**src/rtl/spi_frame_shifter.sv**
```systemverilog
// spi_frame_shifter: per-frame data path that sits behind an SPI mode-0 master FSM.
// It samples CS/SCLK in the clk domain, shifts MOSI out of a one-deep transmit
// holding register, assembles MISO into frames, counts frames within a burst,
// and keeps sticky underrun / overrun / framing error flags.
//
// Handshakes:
//   tx: a word moves into the holding register on a clk edge where
//       tx_valid_i && tx_ready_o; tx_ready_o is simply "holding register empty".
//   rx: rx_valid_o rises with a new frame and stays high until a clk edge with
//       rx_ready_i high; a frame completing on that same edge keeps it high.
module spi_frame_shifter #(
  parameter int F_SIZE  = 8,
  parameter int F_NUM   = 1,
  parameter int C_SIZE  = $clog2(F_SIZE) + 1,
  parameter int FC_SIZE = $clog2(F_NUM) + 1
) (
  input  logic               clk,
  input  logic               rst_n,
  input  logic               cs_i,
  input  logic               sclk_i,
  input  logic               miso_i,
  input  logic [F_SIZE-1:0]  tx_data_i,
  input  logic               tx_valid_i,
  output logic               tx_ready_o,
  output logic               mosi_o,
  output logic [F_SIZE-1:0]  rx_data_o,
  output logic               rx_valid_o,
  input  logic               rx_ready_i,
  output logic [FC_SIZE-1:0] frame_idx_o,
  input  logic               clr_i,
  output logic               underrun_o,
  output logic               overrun_o,
  output logic               frame_err_o
);

  typedef enum logic [1:0] {
    ST_SYNC   = 2'd0,
    ST_IDLE   = 2'd1,
    ST_ACTIVE = 2'd2
  } state_e;

  state_e state_q, state_d;

  // Previous-cycle copies of the master's CS and SCLK for edge detection.
  logic cs_q, sclk_q;

  logic [F_SIZE-1:0]  hold_q, hold_d;
  logic               hold_full_q, hold_full_d;
  logic [F_SIZE-1:0]  tx_sr_q, tx_sr_d;
  logic [F_SIZE-1:0]  rx_sr_q, rx_sr_d;
  logic [C_SIZE-1:0]  bit_cnt_q, bit_cnt_d;
  logic [F_SIZE-1:0]  rx_data_q, rx_data_d;
  logic               rx_valid_q, rx_valid_d;
  logic [FC_SIZE-1:0] frame_idx_q, frame_idx_d;
  logic               underrun_q, underrun_d;
  logic               overrun_q, overrun_d;
  logic               frame_err_q, frame_err_d;

  logic cs_fall, cs_rise, sck_rise, sck_fall;
  logic in_active, frame_start, tx_accept;
  logic underrun_set, overrun_set, frame_err_set;
  logic [F_SIZE-1:0] rx_shift;

  assign cs_fall  = cs_q & ~cs_i;
  assign cs_rise  = ~cs_q & cs_i;
  assign sck_rise = sclk_i & ~sclk_q;
  assign sck_fall = ~sclk_i & sclk_q;

  assign in_active   = (state_q == ST_ACTIVE);
  assign frame_start = (state_q == ST_IDLE) & cs_fall;
  assign tx_accept   = tx_valid_i & ~hold_full_q;

  // State register: reset lands in SYNC so a frame already running is ignored.
  always_ff @(posedge clk or negedge rst_n) begin
    if (!rst_n) begin
      state_q <= ST_SYNC;
    end else begin
      state_q <= state_d;
    end
  end

  // Next-state logic: wait for CS idle, then follow CS falling/rising edges.
  always_comb begin
    state_d = state_q;
    case (state_q)
      ST_SYNC:   if (cs_i)    state_d = ST_IDLE;
      ST_IDLE:   if (cs_fall) state_d = ST_ACTIVE;
      ST_ACTIVE: if (cs_rise) state_d = ST_IDLE;
      default:   state_d = ST_SYNC;
    endcase
  end

  // Data path next-state: holding register, shifters, frame completion, flags.
  always_comb begin
    hold_d        = hold_q;
    hold_full_d   = hold_full_q;
    tx_sr_d       = tx_sr_q;
    rx_sr_d       = rx_sr_q;
    bit_cnt_d     = bit_cnt_q;
    rx_data_d     = rx_data_q;
    rx_valid_d    = rx_valid_q;
    frame_idx_d   = frame_idx_q;
    underrun_set  = 1'b0;
    overrun_set   = 1'b0;
    frame_err_set = 1'b0;
    rx_shift      = {rx_sr_q[F_SIZE-2:0], miso_i};

    // Accept only into an empty register, so it never collides with a load.
    if (tx_accept) begin
      hold_d      = tx_data_i;
      hold_full_d = 1'b1;
    end

    // Frame start: move the held word into the shifter, or send all ones.
    if (frame_start) begin
      bit_cnt_d = '0;
      if (hold_full_q) begin
        tx_sr_d     = hold_q;
        hold_full_d = 1'b0;
      end else begin
        tx_sr_d      = '1;
        underrun_set = 1'b1;
      end
    end

    if (rx_ready_i) begin
      rx_valid_d = 1'b0;
    end

    if (in_active) begin
      if (cs_rise) begin
        // A partial frame is dropped; its bits never reach rx_data_o.
        if ((bit_cnt_q != '0) && (bit_cnt_q < C_SIZE'(F_SIZE))) begin
          frame_err_set = 1'b1;
        end
      end else begin
        if (sck_fall) begin
          tx_sr_d = {tx_sr_q[F_SIZE-2:0], 1'b0};
        end
        if (sck_rise) begin
          if (bit_cnt_q < C_SIZE'(F_SIZE)) begin
            rx_sr_d   = rx_shift;
            bit_cnt_d = bit_cnt_q + C_SIZE'(1);
            if (bit_cnt_q == C_SIZE'(F_SIZE - 1)) begin
              rx_data_d   = rx_shift;
              rx_valid_d  = 1'b1;
              overrun_set = rx_valid_q & ~rx_ready_i;
              if (frame_idx_q == FC_SIZE'(F_NUM - 1)) begin
                frame_idx_d = '0;
              end else begin
                frame_idx_d = frame_idx_q + FC_SIZE'(1);
              end
            end
          end else begin
            // Extra SCLK beyond a full frame: flag it and leave data alone.
            frame_err_set = 1'b1;
          end
        end
      end
    end

    // Sticky flags: a new event outranks a simultaneous clear.
    underrun_d  = (underrun_q  & ~clr_i) | underrun_set;
    overrun_d   = (overrun_q   & ~clr_i) | overrun_set;
    frame_err_d = (frame_err_q & ~clr_i) | frame_err_set;
  end

  // Data path registers; reset drops any frame in progress.
  always_ff @(posedge clk or negedge rst_n) begin
    if (!rst_n) begin
      cs_q        <= 1'b1;
      sclk_q      <= 1'b0;
      hold_q      <= '0;
      hold_full_q <= 1'b0;
      tx_sr_q     <= '0;
      rx_sr_q     <= '0;
      bit_cnt_q   <= '0;
      rx_data_q   <= '0;
      rx_valid_q  <= 1'b0;
      frame_idx_q <= '0;
      underrun_q  <= 1'b0;
      overrun_q   <= 1'b0;
      frame_err_q <= 1'b0;
    end else begin
      cs_q        <= cs_i;
      sclk_q      <= sclk_i;
      hold_q      <= hold_d;
      hold_full_q <= hold_full_d;
      tx_sr_q     <= tx_sr_d;
      rx_sr_q     <= rx_sr_d;
      bit_cnt_q   <= bit_cnt_d;
      rx_data_q   <= rx_data_d;
      rx_valid_q  <= rx_valid_d;
      frame_idx_q <= frame_idx_d;
      underrun_q  <= underrun_d;
      overrun_q   <= overrun_d;
      frame_err_q <= frame_err_d;
    end
  end

  assign mosi_o      = in_active & tx_sr_q[F_SIZE-1];
  assign tx_ready_o  = ~hold_full_q;
  assign rx_data_o   = rx_data_q;
  assign rx_valid_o  = rx_valid_q;
  assign frame_idx_o = frame_idx_q;
  assign underrun_o  = underrun_q;
  assign overrun_o   = overrun_q;
  assign frame_err_o = frame_err_q;

endmodule

```
**config.mk**
```make
export PLATFORM = sky130hd
export DESIGN_NAME = spi_frame_shifter
export DESIGN_NICKNAME = d
export VERILOG_FILES = /design/src/rtl/spi_frame_shifter.sv
export SDC_FILE = /design/constraint.sdc
export NUM_CORES = 1
export LEC_CHECK = 0
export BUFFER_PORTS_ARGS = -buffer_cell sky130_fd_sc_hd__clkbuf_2
export CORE_MARGIN = 4
export CORE_UTILIZATION = 25
export CTS_CLUSTER_SIZE = 30
export DETAILED_ROUTE_END_ITERATION = 6
export PLACE_DENSITY = 0.47
export SLEW_MARGIN = 20
export SYNTH_ARGS = -nofsm -noshare
export SYNTH_HDL_FRONTEND = slang
export SYNTH_SLANG_ARGS = --single-unit
```
**constraint.sdc**
```tcl
create_clock -name clk -period 1.7 [get_ports clk]
set_input_delay 0.085 -clock clk [delete_from_list [all_inputs] [get_ports clk]]
set_output_delay 0.085 -clock clk [all_outputs]
set_load 0.05 [all_outputs]
```
# == Yosys cells after proc, flatten, opt, wreduce, memory -nomap -nowiden ==
# Cells that the tools add are included.
# word_totals
register_bits,45
input_bits,16
# classes
n_addsub,2
n_lt_le_gt_ge,1
n_eq_ne,6
muxes,36
bitwise,22
reduce_logical,6
# op_table
cell,count
2-to-1 mux 8 bit,5
2-to-1 mux 1 bit,22
2-to-1 mux 4 bit,5
AND 1 bit,11
inverter 1 bit,8
2-to-1 mux 2 bit,3
"!= test 2 bit, second input constant",3
one-hot mux 2 bit (3 select lines),1
AND reduction 5 bit,1
"adder 4 x 1 -> 4 bit, second input constant",1
"equality test 4 x 3 -> 1 bit, second input constant",1
"< comparator 4 bit, second input constant",1
AND reduction 4 bit,1
nonzero test 4 bit,1
bitwise OR 1 bit,3
AND reduction 3 bit,1
"equality test 2 x 1 -> 1 bit, second input constant",1
"equality test 2 bit, second input constant",1
zero test 2 bit,1
"adder 1 bit, second input constant",1
logical AND 1 bit,1

# == Depth between registers and ports, before layout ==
# Gate-level depths: netlist of run 1.
# depth
depth_word,8
depth_mapped,5
depth_no_buf,5

# == Worst setup path after synthesis of run 1 ==
# No wires, ideal clock.
# synth_path
path_kind,reg-to-reg
start,register cs_q
end,register rx_data_q[0] (netlist: rx_data_o[0])
arrival_ns,1.625
required_time_ns,1.575
setup_slack_ns,-0.050
path_stages_with_launch,4
synth_period_minus_slack_ns,1.750
cell_sequence,dfstp_2 > and2b_4 > nor4_4 > mux2_2
# synth_between
elab_chain_cells,4
# synth_lines
element,line_no,rtl
"start, declared",45,"logic cs_q, sclk_q;"
"start signal, assigned",185,cs_q <= cs_i;
inverter 1 bit,65,assign cs_rise = ~cs_q & cs_i;
AND 1 bit,65,
inverter 1 bit (no line),-,
AND reduction 5 bit (no line),-,
"end signal, assigned",192,rx_data_q <= rx_data_d;
"end, declared",52,"logic [F_SIZE-1:0] rx_data_q, rx_data_d;"
# Every way passes these cells.
# A chain may end at the register's enable or synchronous reset.

# == Final worst setup path of run 1 ==
# layout_path
start,register cs_q
end,register tx_sr_q[7]
# layout_between
elab_chain_cells,6
word_cells_on_any_way,8
classes_between,mux: 4; bitwise: 4
# layout_lines
element,line_no,rtl
AND 1 bit,64,assign cs_fall = cs_q & ~cs_i;
AND 1 bit,70,assign frame_start = (state_q == ST_IDLE) & cs_fall;
2-to-1 mux 8 bit,115,if (frame_start) begin
2-to-1 mux 8 bit,137,if (sck_fall) begin
2-to-1 mux 8 bit,131,if (cs_rise) begin
2-to-1 mux 8 bit *,130,if (in_active) begin
via tx_sr_d[7],49,"logic [F_SIZE-1:0] tx_sr_q, tx_sr_d;"
"end signal, assigned",189,tx_sr_q <= tx_sr_d;
"end, declared",49,
# Mark *: on every way through the listed nets, which the timed path passes. The rest lies on a longest branch.

==> metrics.txt, run 1 <==
Distinct cells, synth 31; leakage power 1.25 nW; Setup CP Type register to register; GRT overflow 0; Clock Latency Late Sink 0.29 ns; Max H-tree Level 2; Die W 96.6 microns; Initial Util 25.5%; switching part of the total 25.6%; Top-Level Pins 31; clock power share 33.9%; Comb power frac 21.9%; sequential share of power 44.2%; setup TNS 0 ns; placed cells 288; R2R setup slack 0.07 ns; Worst EP arrival 1.80 ns; die area 0.00933 sq mm; Pwr Total 3.23 mW; PD cells 1250 mW/mm^2; initial antenna violation count 0; Tot GR Track Use 9.44%; worst path required time 1.88 ns; Final Hold Vio Count 0; cell row count 32; CTS max path bufs 2; Final Cycle Share 95.6%; worst setup path startpoint cs_q$_DFF_PN1_; Post-Synth XOR/XNOR Area 0%; async set or reset register ratio after synthesis 100%; Die Y 96.6 microns; Finished Layout Cells 300; PnR worst setup slack 0.0741 ns; post-synthesis adder-cell area fraction 1.28%; fraction of layout cells with a size suffix above 1 47.0%; Avg Inst Size Synth 13.5 sq um; Seq/Total Area, Yosys 56.2%; Mapped Nets 163; routability cong. 0.683; I/O Buffers 29; critical path startpoint category register; Gate Count Post-Synth 145; Cell Area, Synth 0.00196 sq mm; Detailed Route Iter0 Violations 33; vias in the first global route 1359; clock sinks 44; vias 1257; worst slack, placed 0.00742 ns; largest family of logic cells by synthesized area multiplexers; Critical Path End tx_sr_q[7]$_DFF_PN0_; Worst-path clk slew 0.08 ns; Power Internal 2.40 mW; final net count 215; flops & latches, synth 44; status completed; Final Max Tran Viols 0; post-synthesis mux area share 22.9%; first-pass GRT wire length 6710 microns; DR WL/cell 12.7 microns; Hold Path Cell Cnt 2; min Tclk post-route 1.63 ns; CP endpoint kind register; TritonCTS Buffers 5; Synth Area in Simple Gates 12.2%; Fmax achieved 615 MHz; r2r startpoint cs_q$_DFF_PN1_; Post-synth EDFFs 0; R2R Path End tx_sr_q[7]$_DFF_PN0_; n_diodes 0; Area Growth Syn to Fin 31.6%; DRC Markers 0; Setup violations, final 0; post-route ant nets 0; Peak VDD IR 651 uV; Synth Area in Compound Gates 4.34%; Synth Flop Type dfrtp_1; final WL 3810 microns; Max Clock Skew 0.00680 ns; peak fanout along the critical path 4; Final HPWL DP 2850 microns; CTS tree built; YS warnings 0; HP Class input port to register; CORE AREA 0.00769 sq mm; RSZ-0062 raised after global routing false; drt pass-1 iters 4; vias per cell 4.19; Root Buffer clkbuf_8; Psw 0.827 mW; Worst Reg-to-Reg Cells 4; max cap viols 0; largest net degree at the start of global routing 20
sequential cells by signal, indices dropped and copies added, names as in the netlist:
| name | flops |
|---|---|
| rx_sr_q | 7 |
| underrun_o | 1 |
| rx_data_o | 8 |
| tx_sr_q | 8 |
| sclk_q | 1 |
| hold_full_q | 1 |
| bit_cnt_q | 4 |
| overrun_o | 1 |
| rx_valid_o | 1 |
| frame_err_o | 1 |
| cs_q | 1 |
| hold_q | 8 |
| state_q | 2 |
routing by layer:
| layer | global-route usage (%) | wire length (microns) | vias up |
|---|---|---|---|
| li1 | - | - | 614 |
| met1 | 13.2 | 1910 | 618 |
| met2 | 14.0 | 1720 | 20 |
| met3 | 2.71 | 136 | 5 |
| met4 | 3.15 | 47 | 0 |
| met5 | 0 | 0 | - |
synthesized netlist by cell type (3+ instances only):
cell,number,area (sq um)
inv_1,10,37.5
nand2_1,5,18.8
o21ai_0,3,15.0
mux2i_1,10,100
dfrtp_1,43,1080
nor2b_1,5,31.3
nand2b_1,9,56.3
nand4_1,3,18.8
mux2_2,31,349
area by class of cell:
type,instances,area [sq um]
inverter,10,37.5
tap,102,128
multi-input combinational,87,820
clock buffer,5,68.8
timing repair buffer,49,334
fill,802,5110
clock inverter,3,90.1
sequential,44,1100
per-stage QoR:
step / area (sq um) / hold WS, ns / utilization, %
4_1_cts: 2560 / 0.0135 / 33.3
2_1_floorplan: 1960 / -0.211 / -
5_1_grt: 2580 / 0.0157 / 33.6
3_3_place_gp: 2370 / 0.0238 / 30.8
3_5_place_dp: 2370 / 0.0190 / 30.8
6_report: 2580 / 0.0233 / 33.6
cell usage in the layout (no fill, tap or decap), drive strengths merged, types with 2 or more instances in the layout:
cell type / Yosys / routed
nand4: 3 / 3
buf: 2 / 18
clkbuf: 2 / 33
mux2i: 10 / 10
dfrtp: 43 / 43
nor4: 2 / 2
o21ai: 3 / 3
nor2b: 5 / 5
inv: 10 / 10
bufinv: 0 / 3
mux2: 31 / 31
nand2b: 9 / 9
nand2: 5 / 5
a21o: 2 / 2
ha: 2 / 2
dlygate4sd3: 0 / 3
cell families after synthesis:
logic type,Yosys count
adders and majority gates,2
other,1
buffers and inverters,14
muxes,41
and+or+nand+nor,32
DFF,44
AOI/OAI and AO/OA,11
power by group through the flow:
| stage | clock network (mW) | logic, mW | registers (mW) |
|---|---|---|---|
| floorplan | 0 | 0.499 | 1.42 |
| detailed placement | 0 | 0.707 | 1.45 |
| finish | 1.09 | 0.706 | 1.43 |
| global placement | 0 | 0.694 | 1.46 |
| CTS | 1.13 | 0.716 | 1.43 |
| global route | 1.19 | 0.796 | 1.46 |
timing repair:
item	4_1_cts	5_1_grt
resized for setup	1	6
setup endpoints to repair	3	3
endpoints found under the hold margin	12	0
buffers inserted	0	1
hold buffers	3	0
how the worst min path moves through the flow:
stage	to	startpoint
3_5_place_dp	hold_q[6]$_DFFE_PN0P_	rst_n
6_report	hold_q[0]$_DFFE_PN0P_	tx_data_i[0]
3_3_place_gp	tx_sr_q[7]$_DFF_PN0_	rst_n
5_1_grt	hold_q[4]$_DFFE_PN0P_	tx_data_i[4]
2_1_floorplan	bit_cnt_q[0]$_DFF_PN0_	rst_n
4_1_cts	hold_q[0]$_DFFE_PN0P_	tx_data_i[0]
worst max-delay path, stage by stage (launching register included):
cell	delay, ns
dfstp_2	0.55
nor4bb_4	0.21
buf_4	0.18
mux2_2	0.32
mux2_2	0.26
Note: power is estimated with default switching activity, not from simulation.
==> inputs of run 2 (changes only) <==
- ABC_AREA: not set -> 1
- CAP_MARGIN: not set -> 30
==> metrics.txt, run 2 <==
CORE AREA 0.00818 sq mm (+6.3%); initial antenna violation count 0 (unchanged); async set or reset register ratio after synthesis 100% (unchanged); worst hold start tx_data_i[0]; flops & latches, synth 44 (unchanged); Setup violations, final 0 (unchanged); Gate Count Post-Synth 243 (+68%); Synth Flop Type dfrtp_1; Avg Inst Size Synth 8.65 sq um (-36%); leakage power 1.37 nW (+9.4%); Setup CP Type input port to register; PnR worst setup slack 0.243 ns (+0.169 ns); I/O Buffers 29 (unchanged); most common cell in the netlist nand2_1; post-cts hold buffer count 3 (unchanged); worst path required time 1.88 ns (about the same); max cap viols 0 (unchanged); Seq/Total Area, Yosys 52.5% (-3.7 points); CTS tree built; Pwr Total 3.18 mW (-1.6%); Max Clock Skew 0.0112 ns (+0.00441 ns); placed cells 376 (+31%); commonest non-fill, non-tap cells in the layout nand2_1 (60), inv_1 (43), dfrtp_1 (43), clkbuf_2 (29), nand3_1 (19); RSZ-0062 raised after global routing false; final net count 299 (+39%); Die Y 99.7 microns (+3.2%); r2r startpoint cs_q$_DFF_PN1_; n_diodes 0 (unchanged); Die W 99.7 microns (+3.2%); R2R setup slack 0.26 ns (+0.19 ns); first-pass GRT wire length 7380 microns (+9.9%); CP endpoint kind register; CTS max path bufs 2 (unchanged); PD cells 1270 mW/mm^2 (+1.2%); Hold Path Cell Cnt 2 (unchanged); YS warnings 0 (unchanged); Worst Hold Slack 0.0139 ns (-0.00933 ns); final WL 4180 microns (+9.6%); status completed; Root Buffer clkbuf_8; Detailed Route Iter0 Violations 63 (+91%); HP Class input port to register; Tot GR Track Use 9.20% (-0.24 points); Hold EP hold_q[0]$_DFFE_PN0P_; Mapped Nets 261 (+60%); Final HPWL DP 2980 microns (+4.5%); Peak VDD IR 644 uV (-1.1%); drt pass-1 iters 4 (unchanged); Worst-path clk slew 0.09 ns (about the same); largest net degree at the start of global routing 45 (+130%); Initial Util 25.7% (+0.18 points); cell row count 33 (+3.1%); Worst EP arrival 1.64 ns (-0.16 ns); largest area contributor in the netlist dfrtp_1; vias 1545 (+23%); Final Cycle Share 85.7% (-9.9 points); Post-synth EDFFs 0 (unchanged); PostCTS Resize Cnt 0 (-1); post-route ant nets 0 (unchanged); Distinct cells, synth 23 (-26%); slew of the pin with the lowest slew margin 0.591 ns; die area 0.00993 sq mm (+6.5%); Clock Latency Late Sink 0.30 ns (about the same); critical path startpoint category input port; most common cell after layout, fill and taps aside nand2_1; TritonCTS Buffers 5 (unchanged); Final Hold Vio Count 0 (unchanged); Final Core Density 30.7% (-2.9 points); placed instance area 0.00236 sq mm (-0.32%); routability cong. 0.767 (+12%); Finished Layout Cells 387 (+29%); Area contributors post-synth dfrtp_1 (51%), nand2_1 (11%), inv_1 (7.7%); GRT overflow 0 (unchanged); vias in the first global route 1628 (+20%); Synth top area share 51.2% (-3.6 points); synth cell count leaders nand2_1 (60), dfrtp_1 (43), inv_1 (43); clock sinks 44 (unchanged); vias per cell 3.99 (-4.7%); buffer count from post-CTS setup fixing 0 (unchanged); Worst Reg-to-Reg Cells 5 (+1); R2R Path End rx_sr_q[1]$_DFFE_PN0P_; Max-slew headroom 60.6%; DRC Markers 0 (unchanged); DR WL/cell 10.8 microns (-15%); Area Growth Syn to Fin 19.5%; fraction of layout cells with a size suffix above 1 27.3% (-20 points); finished layout cell area 0.00251 sq mm (-2.8%); Top-Level Pins 31 (unchanged); Cell Area, Synth 0.00210 sq mm (+7.1%); setup TNS 0 ns (unchanged); Final Max Tran Viols 0 (unchanged); Max H-tree Level 2 (unchanged); worst slack, placed 0.265 ns (+0.257 ns); Fmax achieved 686 MHz (+12%); min Tclk post-route 1.46 ns (-0.169 ns); peak fanout along the critical path 16 (+12)
run 2: logic make-up after synthesis:
| group | share of synthesized area (%) |
|---|---|
| multiplexers | 0.536 |
| adder cells (fa/ha/maj) | 1.19 |
| AND/OR/NAND/NOR | 24.7 |
| buffers and inverters | 11.1 |
| flip-flops | 52.5 |
| other | 0.179 |
| AO/OA/AOI/OAI | 9.89 |
run 2: cell type report:
| class | instances | area, sq um |
|---|---|---|
| Clock inverter | 2 | 38.8 |
| Fill cell | 903 | 5670 |
| Tap cell | 105 | 131 |
| Clock buffer | 6 | 82.6 |
| Timing Repair Buffer | 37 | 213 |
| Multi-Input combinational cell | 146 | 766 |
| Inverter | 47 | 176 |
| Sequential cell | 44 | 1100 |
run 2: worst max-delay path: stages:
cell and delay [ns]:
dlygate4sd3_1 0.54, clkbuf_2 0.14, inv_1 0.09, nor2_1 0.05
nor2_1 0.21, nand2_2 0.30, nand2_1 0.16, o21ai_2 0.06
run 2: metal layers:
metal / vias to the layer above / track usage (%) / part of all wire (%)
met4: 0 / 3.15 / 1.2
met2: 22 / 15.8 / 47
li1: 812 / - / -
met3: 4 / 2.45 / 3.4
met5: - / 0 / 0
met1: 707 / 11.1 / 48
run 2: worst max-delay path by stage:
stage | slack [ns] | depth (start not counted) | startpoint | to
after global placement | 0.29 | 5 | cs_q$_DFF_PN1_ | rx_sr_q[6]$_DFFE_PN0P_
after detailed placement | 0.26 | 5 | cs_q$_DFF_PN1_ | rx_sr_q[2]$_DFFE_PN0P_
final | 0.24 | 8 | cs_i | rx_sr_q[1]$_DFFE_PN0P_
after CTS | 0.23 | 8 | cs_i | rx_sr_q[1]$_DFFE_PN0P_
after global routing | 0.07 | 8 | cs_i | rx_sr_q[1]$_DFFE_PN0P_
after floorplan | 0.18 | 6 | hold_full_q$_DFF_PN0_ | hold_q[5]$_DFFE_PN0P_
run 2: where the power goes:
| group | switching, mW | leakage, nW | total, mW | internal [mW] |
|---|---|---|---|---|
| clock | 0.375 | 0.0614 | 0.856 | 0.481 |
| sequential | 0.140 | 0.559 | 1.44 | 1.30 |
| combinational | 0.568 | 0.747 | 0.877 | 0.309 |
| total | 1.08 | 1.37 | 3.18 | 2.09 |
